[config.mk]
export PLATFORM = sky130hd
export DESIGN_NAME = datapath_exec
export DESIGN_NICKNAME = d
export VERILOG_FILES = /design/src/rtl/datapath_exec.sv
export SDC_FILE = /design/constraint.sdc
export NUM_CORES = 1
export LEC_CHECK = 0
export CORE_MARGIN = 5
export CORE_UTILIZATION = 30
export CTS_BUF_LIST = sky130_fd_sc_hd__clkbuf_16
export CTS_CLUSTER_DIAMETER = 40
export DETAILED_ROUTE_END_ITERATION = 8
export PLACE_DENSITY_LB_ADDON = 0.25
export REMOVE_ABC_BUFFERS = 1
export SETUP_SLACK_MARGIN = 0.3
export SLEW_MARGIN = 20
export SYNTH_ARGS = -nofsm -noshare
export SYNTH_HDL_FRONTEND = slang
export SYNTH_SLANG_ARGS = --single-unit
[constraint.sdc]
create_clock -name clk -period 5.3 [get_ports clk]
set_input_delay 1.59 -clock clk [delete_from_list [all_inputs] [get_ports clk]]
set_output_delay 1.59 -clock clk [all_outputs]
set_load 0.02 [all_outputs]
[src/rtl/datapath_exec.sv]
// Execution datapath driven cycle-by-cycle by an external controller.
//
// Holds an 8x16 register file, operand registers A/B, a one-bit shifter on B,
// a 4-function ALU, the result register C and the Z/N/V status flags.
// Register indices and immediates are decoded from the current instruction.
//
// Ports:
//   clk, reset        rising-edge clock, synchronous active-high reset
//   instr             instruction word (Rn/Rd/Rm, ALUop, imm8, imm5 fields)
//   nsel              one-hot register index select {Rn, Rd, Rm}
//   vsel              one-hot write-back source {mdata, sximm8, PC, C}
//   mdata, PC         memory read data and program counter write-back sources
//   write             register file write enable
//   loada, loadb      operand register loads from the register file
//   shift             B shifter control (pass, LSL1, LSR1, ASR1)
//   asel, bsel        ALU operand selects (zero / sximm5)
//   loadc, loads      result register and status flag loads
//   datapath_out      contents of C
//   Z_out/N_out/V_out registered status flags
//   dbg_sel, dbg_data combinational debug read of the register file
module datapath_exec #(
  parameter int unsigned PC_WIDTH = 8
) (
  input  logic                clk,
  input  logic                reset,
  input  logic [15:0]         instr,
  input  logic [2:0]          nsel,
  input  logic [3:0]          vsel,
  input  logic [15:0]         mdata,
  input  logic [PC_WIDTH-1:0] PC,
  input  logic                write,
  input  logic                loada,
  input  logic                loadb,
  input  logic [1:0]          shift,
  input  logic                asel,
  input  logic                bsel,
  input  logic                loadc,
  input  logic                loads,
  output logic [15:0]         datapath_out,
  output logic                Z_out,
  output logic                N_out,
  output logic                V_out,
  input  logic [2:0]          dbg_sel,
  output logic [15:0]         dbg_data
);

  typedef enum logic [1:0] {
    AluAdd = 2'b00,
    AluSub = 2'b01,
    AluAnd = 2'b10,
    AluNot = 2'b11
  } alu_op_e;

  typedef enum logic [1:0] {
    ShPass = 2'b00,
    ShLsl1 = 2'b01,
    ShLsr1 = 2'b10,
    ShAsr1 = 2'b11
  } shift_op_e;

  // ---------------------------------------------------------------------------
  // State
  // ---------------------------------------------------------------------------
  logic [15:0] rf_q [8];
  logic [15:0] a_q, b_q, c_q;
  logic        z_q, n_q, v_q;

  // ---------------------------------------------------------------------------
  // Instruction field decode
  // ---------------------------------------------------------------------------
  logic [2:0]  rn, rd, rm;
  logic [15:0] sximm8, sximm5, pc_ext;
  alu_op_e     alu_op;
  logic        unused_instr;

  assign rn     = instr[10:8];
  assign rd     = instr[7:5];
  assign rm     = instr[2:0];
  assign alu_op = alu_op_e'(instr[12:11]);
  assign sximm8 = {{8{instr[7]}}, instr[7:0]};
  assign sximm5 = {{11{instr[4]}}, instr[4:0]};
  assign pc_ext = 16'(PC);
  // Opcode bits belong to the controller; nothing here depends on them.
  assign unused_instr = ^instr[15:13];

  // ---------------------------------------------------------------------------
  // Register index and write-back source
  // ---------------------------------------------------------------------------
  logic [2:0]  reg_idx;
  logic [15:0] wdata;
  logic        wr_en;

  // Any nsel pattern that is not one-hot reads R0 (and blocks writes below).
  always_comb begin
    reg_idx = 3'd0;
    case (nsel)
      3'b100:  reg_idx = rn;
      3'b010:  reg_idx = rd;
      3'b001:  reg_idx = rm;
      default: reg_idx = 3'd0;
    endcase
  end

  always_comb begin
    wdata = 16'h0000;
    case (vsel)
      4'b1000: wdata = mdata;
      4'b0100: wdata = sximm8;
      4'b0010: wdata = pc_ext;
      4'b0001: wdata = c_q;
      default: wdata = 16'h0000;
    endcase
  end

  // Malformed selects must never corrupt the register file.
  assign wr_en = write & $onehot(nsel) & $onehot(vsel);

  // ---------------------------------------------------------------------------
  // Shifter on B
  // ---------------------------------------------------------------------------
  logic [15:0] b_shifted;

  always_comb begin
    b_shifted = b_q;
    case (shift_op_e'(shift))
      ShPass: b_shifted = b_q;
      ShLsl1: b_shifted = {b_q[14:0], 1'b0};
      ShLsr1: b_shifted = {1'b0, b_q[15:1]};
      ShAsr1: b_shifted = {b_q[15], b_q[15:1]};
      default: b_shifted = b_q;
    endcase
  end

  // ---------------------------------------------------------------------------
  // ALU
  // ---------------------------------------------------------------------------
  logic [15:0] ain, bin, alu_res;
  logic        alu_v;

  assign ain = asel ? 16'h0000 : a_q;
  assign bin = bsel ? sximm5 : b_shifted;

  always_comb begin
    alu_res = 16'h0000;
    alu_v   = 1'b0;
    case (alu_op)
      AluAdd: begin
        alu_res = ain + bin;
        // Same-signed operands giving an opposite-signed sum.
        alu_v   = (ain[15] == bin[15]) && (alu_res[15] != ain[15]);
      end
      AluSub: begin
        alu_res = ain - bin;
        // Opposite-signed operands where the result sign differs from Ain.
        alu_v   = (ain[15] != bin[15]) && (alu_res[15] != ain[15]);
      end
      AluAnd: alu_res = ain & bin;
      AluNot: alu_res = ~bin;
      default: alu_res = 16'h0000;
    endcase
  end

  // ---------------------------------------------------------------------------
  // Sequential state. All reads use pre-edge contents, so a write and a
  // load of the same register in one cycle hands the old value to A/B, and
  // loadc with vsel=C writes back the old C.
  // ---------------------------------------------------------------------------
  always_ff @(posedge clk) begin
    if (reset) begin
      for (int i = 0; i < 8; i++) begin
        rf_q[i] <= 16'h0000;
      end
      a_q <= 16'h0000;
      b_q <= 16'h0000;
      c_q <= 16'h0000;
      z_q <= 1'b0;
      n_q <= 1'b0;
      v_q <= 1'b0;
    end else begin
      if (wr_en) begin
        rf_q[reg_idx] <= wdata;
      end
      if (loada) begin
        a_q <= rf_q[reg_idx];
      end
      if (loadb) begin
        b_q <= rf_q[reg_idx];
      end
      if (loadc) begin
        c_q <= alu_res;
      end
      if (loads) begin
        z_q <= (alu_res == 16'h0000);
        n_q <= alu_res[15];
        v_q <= alu_v;
      end
    end
  end

  // ---------------------------------------------------------------------------
  // Outputs
  // ---------------------------------------------------------------------------
  assign datapath_out = c_q;
  assign Z_out        = z_q;
  assign N_out        = n_q;
  assign V_out        = v_q;
  assign dbg_data     = rf_q[dbg_sel];

endmodule

### Word level (Yosys, flattened, before mapping)

Memories as Yosys holds them, arrays and structs flattened.
Cells that the tools add are included.

* add/subtract/negate cells: 7
* multipliers: 0
* div/mod/pow operators: 0
* magnitude comparators: 0
* equal/unequal tests: 19
* shift-type cells: 0
* multiplexer cells: 15
* bitwise gates (word level): 4
* reductions and logical operators: 6

Operators with widths (number)
* $pmux W16 S4: 3
* $mux W16: 3
* $add A16 B16 Y16: 1
* $and A16 B16 Y16: 1
* $logic_not A16 Y1: 1
* $not A16 Y16: 1
* $reduce_or A16 Y1: 1
* $sub A16 B16 Y16: 1
* $pmux W3 S3: 1
* $eq A2 B2 Y1 const B: 4
* $add A1 B1 Y2: 3
* $eq A2 B1 Y1 const B: 3
* $eq A3 B1 Y1 const B: 2
* $mux W1: 6
* $eq A4 B1 Y1 const B: 1
* $eq A4 B2 Y1 const B: 1
* $eq A4 B3 Y1 const B: 1
* $eq A4 B4 Y1 const B: 1
* $logic_not A2 Y1: 2
* $add A2 B2 Y3: 1
* $eq A3 B2 Y1 const B: 1
* $eq A3 B3 Y1 const B: 1
* $mux W3: 1
* $ne A1 B1 Y1: 3
* other kinds (5): 7

* register bits: 51
* latch bits: 0
* memory bits (writable): 128
* memory bits (read-only): 0
* input port bits: 61
* output and inout port bits: 35
* word-level logic and storage cells: 58
* memories: 1

Memories
* rf_q: words 8, bits a word 16, read ports 2, clocked after Yosys merged registers in 0, wr ports 8, RTL line 64 `logic [15:0] rf_q [8];`

### Longest topological paths before layout

Gate-level depths: netlist of run 1.

* word-level depth: 10
* depth in mapped cells: 17
* gate-level depth less buffers: 15

### Worst setup path before layout of run 1

Ideal clock, no wire load.

* path kind: input-to-output
* start: input port dbg_sel[0]
* end: output port dbg_data[0]
* arrival: 3.227 ns
* required time: 3.710 ns
* slack: 0.483 ns
* stages on the path: 4
* path buffers: 2
* cells stage by stage: clkbuf_1 buf_1 mux4_2 mux2_2

* cells in the longest elaborated chain, start to end: 1

Ends and longest elaborated chain
* from (decl): RTL line 43 `input logic [2:0] dbg_sel,`
* $mem_v2 Z8 W16
* to (decl): RTL line 44 `output logic [15:0] dbg_data`

Every way passes these cells.

### Worst setup path in the final report of run 1

Ends and elaborated chain as after synthesis.

==> reports/results.ini, run 1 <==
[grt]
overflow=0
grtUsageTotal=0.1895
grt_pass1_vias=10390
grt_pass1_wl_um=61550
antenna_found_initial=0
grt_max_degree=49

[die]
core_area_sq_um=38380
initial_core_util=0.3013
top_level_ports=96
chipWidth_um=206.3
rows=72
dieArea_sq_um=42580
chipHeight_um=206.3

[drt]
firstDrtPassIters=5
postRouteAntennaNets=0
vias=10490
vias_per_cell=5.343
wl_per_cell_um=20.83
first_iter_violations=874
finalWirelength_um=40900
drcViolationCount=0

[synthesis]
syn_area_per_cell_sq_um=9.319
async_reset_ff_frac=0
synth_area_leaders=edfxtp_1 (33%), dfxtp_1 (8.8%), nor2_1 (7.1%), mux4_2 (6.2%), nand2_1 (5.6%)
ys_seq_area_frac=0.4206
synth_largest_area_cell=edfxtp_1
syn-cell-area_sq_um=11560
synth_edf_count=128
yosys_warnings=0
yosys.cell_types.count=82
dominantRegCellSynth=edfxtp_1
syn_inst=1241
synthDominantCellAreaShare=0.3324
ys_ff_latch=179

[critical_path]
path_buf_inv=3
startpoint_type=input pin
critical_path_arrival_ns=3.36
critical_path_class=in2out
critPathSlowestCell=clkdlybuf4s50_1
cp-end-kind=primary output
critPathTopFamily=buffers and inverters
cp_slowest_stage_delay_ns=0.54
cp.required_ns=3.71
worstPathMaxFanout=19
path_cells=buf_2, buf_12, mux4_2, mux2_2, clkdlybuf4s50_1

[finish]
syn2layout_area_growth_pct=30.19
stdcell_area_sq_um=15060
finalNetCount=1534
drive_gt1_frac=0.2194
fillers=3857
diodes=0

[timing]
fmax_mhz=202.1
tightest_slew_ns=1.030
finalMaxSlewViolations=0
grt_setup_unrepaired=true
clock_skew_ns=0.009820
fin_crit_sh=0.9336
relSlewSlack=0.3119
fin_crit_ns=4.948
totalNegativeSetupSlack_ns=0
finalHoldViolations=0
setup_viol=0

[clock_tree]
cts_hold_buf=0
cts_made_buffers=17
clkLatencyLatePin_ns=0.43
cts_buffer_depth=2
clk_pin_slew_ns=0.06
cts_num_sinks=179
cts_tree=built
htreeDepth=4
cts-root-buf=clkbuf_16

[power_and_ir_drop]
peakVddDrop_mv=0.2198
p_per_area_nw_per_um2=253.0
leakagePower_uw=0.005693

[hold_path]
hold_path_class=reg2reg

[placement]
place_area_sq_um=14160
dpl.hpwl_um=28770
place_congestion=0.8824
io_buffers=92

[status]
status=complete, no violations

[flow_run]
drv_cap=0

-- cells by family after synthesis --
logic type / Yosys count / share of synthesized area
compound gates: 258 / 0.1675
xor+xnor: 11 / 0.008330
fa+ha+maj: 41 / 0.04695
buf+inv: 130 / 0.04652
flops: 179 / 0.4206
mux: 76 / 0.1026
simple gates: 546 / 0.2075
-- synthesized netlist by cell type (7+ instances only) --
cell	number
buf_2	21
ha_1	37
clkbuf_1	54
nor2b_1	35
o211ai_1	9
dfxtp_1	51
edfxtp_1	128
mux2i_1	24
a21o_1	9
a21oi_1	40
a311oi_1	19
nand3_1	37
mux2_2	20
inv_1	41
a22o_1	9
a31oi_1	26
buf_1	8
nor2_1	220
xnor2_1	10
a221oi_1	8
a211oi_1	41
and3_1	17
mux4_2	32
nand2b_1	13
nand2_1	174
a222oi_1	7
nor3_1	15
o21ai_0	25
-- power breakdown --
group	leakage, uW	total [uW]	internal [uW]	switching, uW
Clock	0.000281	1150	599	556
Combinational	0.00368	1040	476	562
Sequential	0.00173	1620	1560	51.4
Total	0.00569	3810	2640	1170
-- routing by layer --
| layer | track usage | share of wire | up-vias |
|---|---|---|---|
| met5 | 0 | 0 | - |
| met3 | 0.03468 | 0.060 | 73 |
| li1 | - | - | 4918 |
| met4 | 0.06298 | 0.027 | 0 |
| met1 | 0.2430 | 0.42 | 5107 |
| met2 | 0.3230 | 0.49 | 390 |
-- metrics by stage --
| stage | cells | worst slack (ns) | util | power [uW] | hold slack (ns) |
|---|---|---|---|---|---|
| 5_1_grt | 1963 | 0.2932 | 0.3923 | 3982 | 0.5070 |
| 3_5_place_dp | 1921 | -0.2493 | 0.3689 | 2620 | 0.4779 |
| 6_report | 1963 | 0.3518 | 0.3923 | 3810 | 0.4852 |
| 3_3_place_gp | 1921 | -0.2157 | 0.3689 | 2611 | 0.4734 |
| 2_1_floorplan | 1153 | -1.100 | - | 2127 | 0.4537 |
| 4_1_cts | 1955 | 0.3047 | 0.3847 | 3784 | 0.4866 |
-- state kept, by name, summed over array words and instances (netlist names) --
name and flops:
N_out 1, V_out 1, Z_out 1, a_q 16, b_q 16, datapath_out 16
rf_q 128
-- cell usage in the layout (no fill, tap or decap), types with 5 or more instances in the layout --
master           instances
buf_12                  15
a211oi_1                38
o21ai_0                 21
a31oi_1                 25
o21ai_1                  5
nand2_1                174
buf_4                  151
nor2b_1                 34
nand3b_1                 5
dlygate4sd2_1            6
a221oi_1                 8
a222oi_1                 7
mux2i_1                 21
a21o_1                   8
inv_1                   46
clkbuf_16               17
mux2_2                  20
a22o_1                   9
xnor2_1                  9
dfxtp_1                 51
edfxtp_1               128
a22oi_1                  5
a21oi_2                  7
a311oi_1                19
or2_2                    5
mux4_2                  32
nor2_1                 219
o211ai_1                 9
and3_1                  17
nand3_1                 37
ha_1                    30
a21oi_1                 31
nand2b_1                13
clkdlybuf4s50_1         78
nor3_1                  13
-- area by class of cell --
type,count,area [sq um],area share
repair buffers,260,2380,0.1581
flip-flops and latches,179,4865,0.3231
clock inverters,15,93.84,0.006233
clock buffers,17,425.4,0.02826
well taps,518,648.1,0.04305
multi-input cells,932,6486,0.4308
inverters,42,157.7,0.01047
-- what timing repair did --
| action | 4_1_cts | 5_1_grt |
|---|---|---|
| cloned | 1 | 0 |
| setup buffers | 1 | 8 |
| pin swaps | 4 | 19 |
| resized for setup | 20 | 47 |
| endpoints found under the setup margin | 20 | 17 |
-- final timing paths --
kind | from | end | slack, ns | cells after the start
hold / removal | a_q[7]$_SDFFE_PP0P_ | a_q[7]$_SDFFE_PP0P_ | 0.49 | 2
setup / recovery | dbg_sel[0] | dbg_data[0] | 0.35 | 5
setup reg to reg | b_q[1]$_SDFFE_PP0P_ | datapath_out[10]$_SDFFE_PP0P_ | 1.76 | 16
hold reg to reg | a_q[7]$_SDFFE_PP0P_ | a_q[7]$_SDFFE_PP0P_ | 0.49 | 2
-- worst reg2reg max path, delay by kind of cell, from the launching register on --
kind | cells | cell delay, ns
XOR/XNOR | 1 | 0.18
flip-flops | 1 | 0.33
AO/OA/AOI/OAI | 7 | 1.20
AND/OR/NAND/NOR | 4 | 0.91
buffers and inverters | 3 | 0.48
adder cells (fa/ha/maj) | 1 | 0.37
No activity file was read; power rests on OpenSTA's default activity.
==> run 2, diff against run 1 <==
==> constraint.sdc (replaced) <==
create_clock -name clk -period 5.3 [get_ports clk]
set_input_delay 0.53 -clock clk [delete_from_list [all_inputs] [get_ports clk]]
set_output_delay 0.53 -clock clk [all_outputs]
set_load 0.02 [all_outputs]
==> reports/results.ini, run 2 (synthesis results as in run 1) <==
[critical_path]
cp-end-kind=flop  ; was primary output
crit-reg2reg-launch=b_q[0]$_SDFFE_PP0P_  ; was b_q[1]$_SDFFE_PP0P_
r2r_cells=14  ; was 16
crit_end=Z_out$_SDFFE_PP0P_  ; was dbg_data[0]
critical_path_class=in2reg  ; was in2out
regToRegEndpoint=Z_out$_SDFFE_PP0P_  ; was datapath_out[10]$_SDFFE_PP0P_
cp.required_ns=5.66  ; was 3.71 ns
worstPathMaxFanout=12  ; was 19
startpoint_type=input pin  ; unchanged
ff2ff_setup_slack_ns=1.42  ; was 1.76 ns
crit_start=shift[0]  ; was dbg_sel[0]
critical_path_arrival_ns=4.67  ; was 3.36 ns

[die]
initial_core_util=0.3013  ; unchanged
rows=72  ; unchanged
chipWidth_um=206.3  ; unchanged
chipHeight_um=206.3  ; unchanged
dieArea_sq_um=42580  ; unchanged
top_level_ports=96  ; unchanged
core_area_sq_um=38380  ; unchanged

[flow_run]
drv_cap=0  ; unchanged

[clock_tree]
cts_buffer_depth=2  ; unchanged
cts-root-buf=clkbuf_16  ; unchanged
htreeDepth=4  ; unchanged
cts_resized=0  ; was 20
post_cts.repair.setup_buffers=0  ; was 1
cts_tree=built  ; unchanged
clk_pin_slew_ns=0.07  ; was 0.06 ns
cts_hold_buf=0  ; unchanged
cts_made_buffers=17  ; unchanged
cts_num_sinks=179  ; unchanged
clkLatencyLatePin_ns=0.43  ; about the same

[power_and_ir_drop]
peakVddDrop_mv=0.1996  ; was 0.2198 mV
leakagePower_uw=0.004978  ; was 0.005693 uW
p_per_area_nw_per_um2=269.5  ; was 253.0 nW/um^2

[drt]
wl_per_cell_um=21.12  ; was 20.83 um
finalWirelength_um=39120  ; was 40900 um
first_iter_violations=703  ; was 874
postRouteAntennaNets=0  ; unchanged
firstDrtPassIters=5  ; unchanged
drcViolationCount=0  ; unchanged
vias_per_cell=5.399  ; was 5.343
vias=9999  ; was 10490

[grt]
grt_pass1_vias=9817  ; was 10390
overflow=0  ; unchanged
grt_max_degree=50  ; was 49
antenna_found_initial=2  ; was 0
grt_pass1_wl_um=58330  ; was 61550 um
grtUsageTotal=0.1812  ; was 0.1895

[placement]
place_congestion=0.8991  ; was 0.8824
io_buffers=92  ; unchanged
preCtsSetupSlack_ns=0.5895  ; was -0.2493 ns
dpl.hpwl_um=28340  ; was 28770 um
placed_cells=1816  ; was 1921

[finish]
drive_gt1_frac=0.1261  ; was 0.2194
final_common_cell=nor2_1  ; unchanged
fillers=3976  ; was 3857
finalNetCount=1421  ; was 1534
largest_reg_flops=128  ; unchanged
finalNonFillerCells=1852  ; was 1963
register_area_sq_um=4865  ; unchanged
top_register=rf_q  ; unchanged
mostFrequentLayoutCells=nor2_1 (220), nand2_1 (174), edfxtp_1 (128), clkdlybuf4s50_1 (88)  ; was nor2_1 (219), nand2_1 (174), buf_4 (151), edfxtp_1 (128), clkdlybuf4s50_1 (78)
multi_input_area_sq_um=6195  ; was 6486 sq um
syn2layout_area_growth_pct=18.91  ; was 30.19%

[timing]
clock_skew_ns=0.01042  ; was 0.009820 ns
grt_setup_unrepaired=false  ; was true
fmax_mhz=231.9  ; was 202.1 MHz
fin_crit_sh=0.8135  ; was 0.9336
finalHoldViolations=0  ; unchanged
whs_ns=0.4936  ; was 0.4852 ns
relSlewSlack=0.2646  ; was 0.3119
setup_viol=0  ; unchanged
fin_crit_ns=4.311  ; was 4.948 ns
finalMaxSlewViolations=0  ; unchanged
tightest_slew_ns=1.100  ; was 1.030 ns
setup_ws_ns=0.9886  ; was 0.3518 ns

[status]
status=complete, no violations  ; unchanged

[hold_path]
hold_path_class=reg2reg  ; unchanged

## run 2: cell types whose count changed in the layout (fill, tap and decap cells not counted), sizes merged, moves of 3 or more
cell / delta
clkdlybuf4s50: +10
inv: -4
dlygate4sd2: -6
buf: -115
dlymetal6s2s: -3
## run 2: report_power, final
part	internal (uW)	leakage, uW	switching (uW)
clock	663	0.000283	580
combinational	346	0.00297	499
sequential	1570	0.00173	53.1
## run 2: stage by stage
step	utilization	power, uW	cell area (sq um)	setup TNS (ns)
floorplan	-	2127	11180	-0.6477
global placement	0.3429	2480	13160	0
detailed placement	0.3433	2490	13170	0
CTS	0.3582	3724	13750	0
global route	0.3583	3866	13750	0
finish	0.3583	3707	13750	0
## run 2: cell type report
cell class                 instances  area share
multi-input combinational        932      0.4505
sequential                       179      0.3537
clock buffer                      17     0.03093
timing repair buffer             147     0.09517
antenna                            2   0.0003639
tap                              518     0.04713
clock inverter                    15     0.01074
inverter                          42     0.01146
## run 2: worst max-delay path: stages
cell             delay [ns]
clkdlybuf4s50_1        0.69
buf_4                  0.29
mux2i_1                0.19
o21ai_0                0.09
a21oi_1                0.38
inv_1                  0.09
ha_1                   0.44
inv_2                  0.09
a2111oi_2              0.39
o211ai_2               0.22
a31oi_1                0.24
xnor2_1                0.13
mux2i_1                0.17
nor4_1                 0.44
nand4_1                0.16
o21ai_1                0.14
## run 2: worst min-delay path by stage
| stage | from | endpoint | depth (start not counted) |
|---|---|---|---|
| 2_1_floorplan | a_q[10]$_SDFFE_PP0P_ | a_q[10]$_SDFFE_PP0P_ | 2 |
| 3_3_place_gp | a_q[2]$_SDFFE_PP0P_ | a_q[2]$_SDFFE_PP0P_ | 2 |
| 3_5_place_dp | a_q[2]$_SDFFE_PP0P_ | a_q[2]$_SDFFE_PP0P_ | 2 |
| 4_1_cts | a_q[2]$_SDFFE_PP0P_ | a_q[2]$_SDFFE_PP0P_ | 2 |
| 5_1_grt | a_q[6]$_SDFFE_PP0P_ | a_q[6]$_SDFFE_PP0P_ | 2 |
| 6_report | a_q[2]$_SDFFE_PP0P_ | a_q[2]$_SDFFE_PP0P_ | 2 |
## run 2: routing by layer
layer / part of all wire / vias up / GRT usage
met5: 0 / - / 0
met3: 0.056 / 64 / 0.02228
li1: - / 4696 / -
met4: 0.030 / 0 / 0.06345
met1: 0.42 / 4909 / 0.2389
met2: 0.49 / 330 / 0.3075
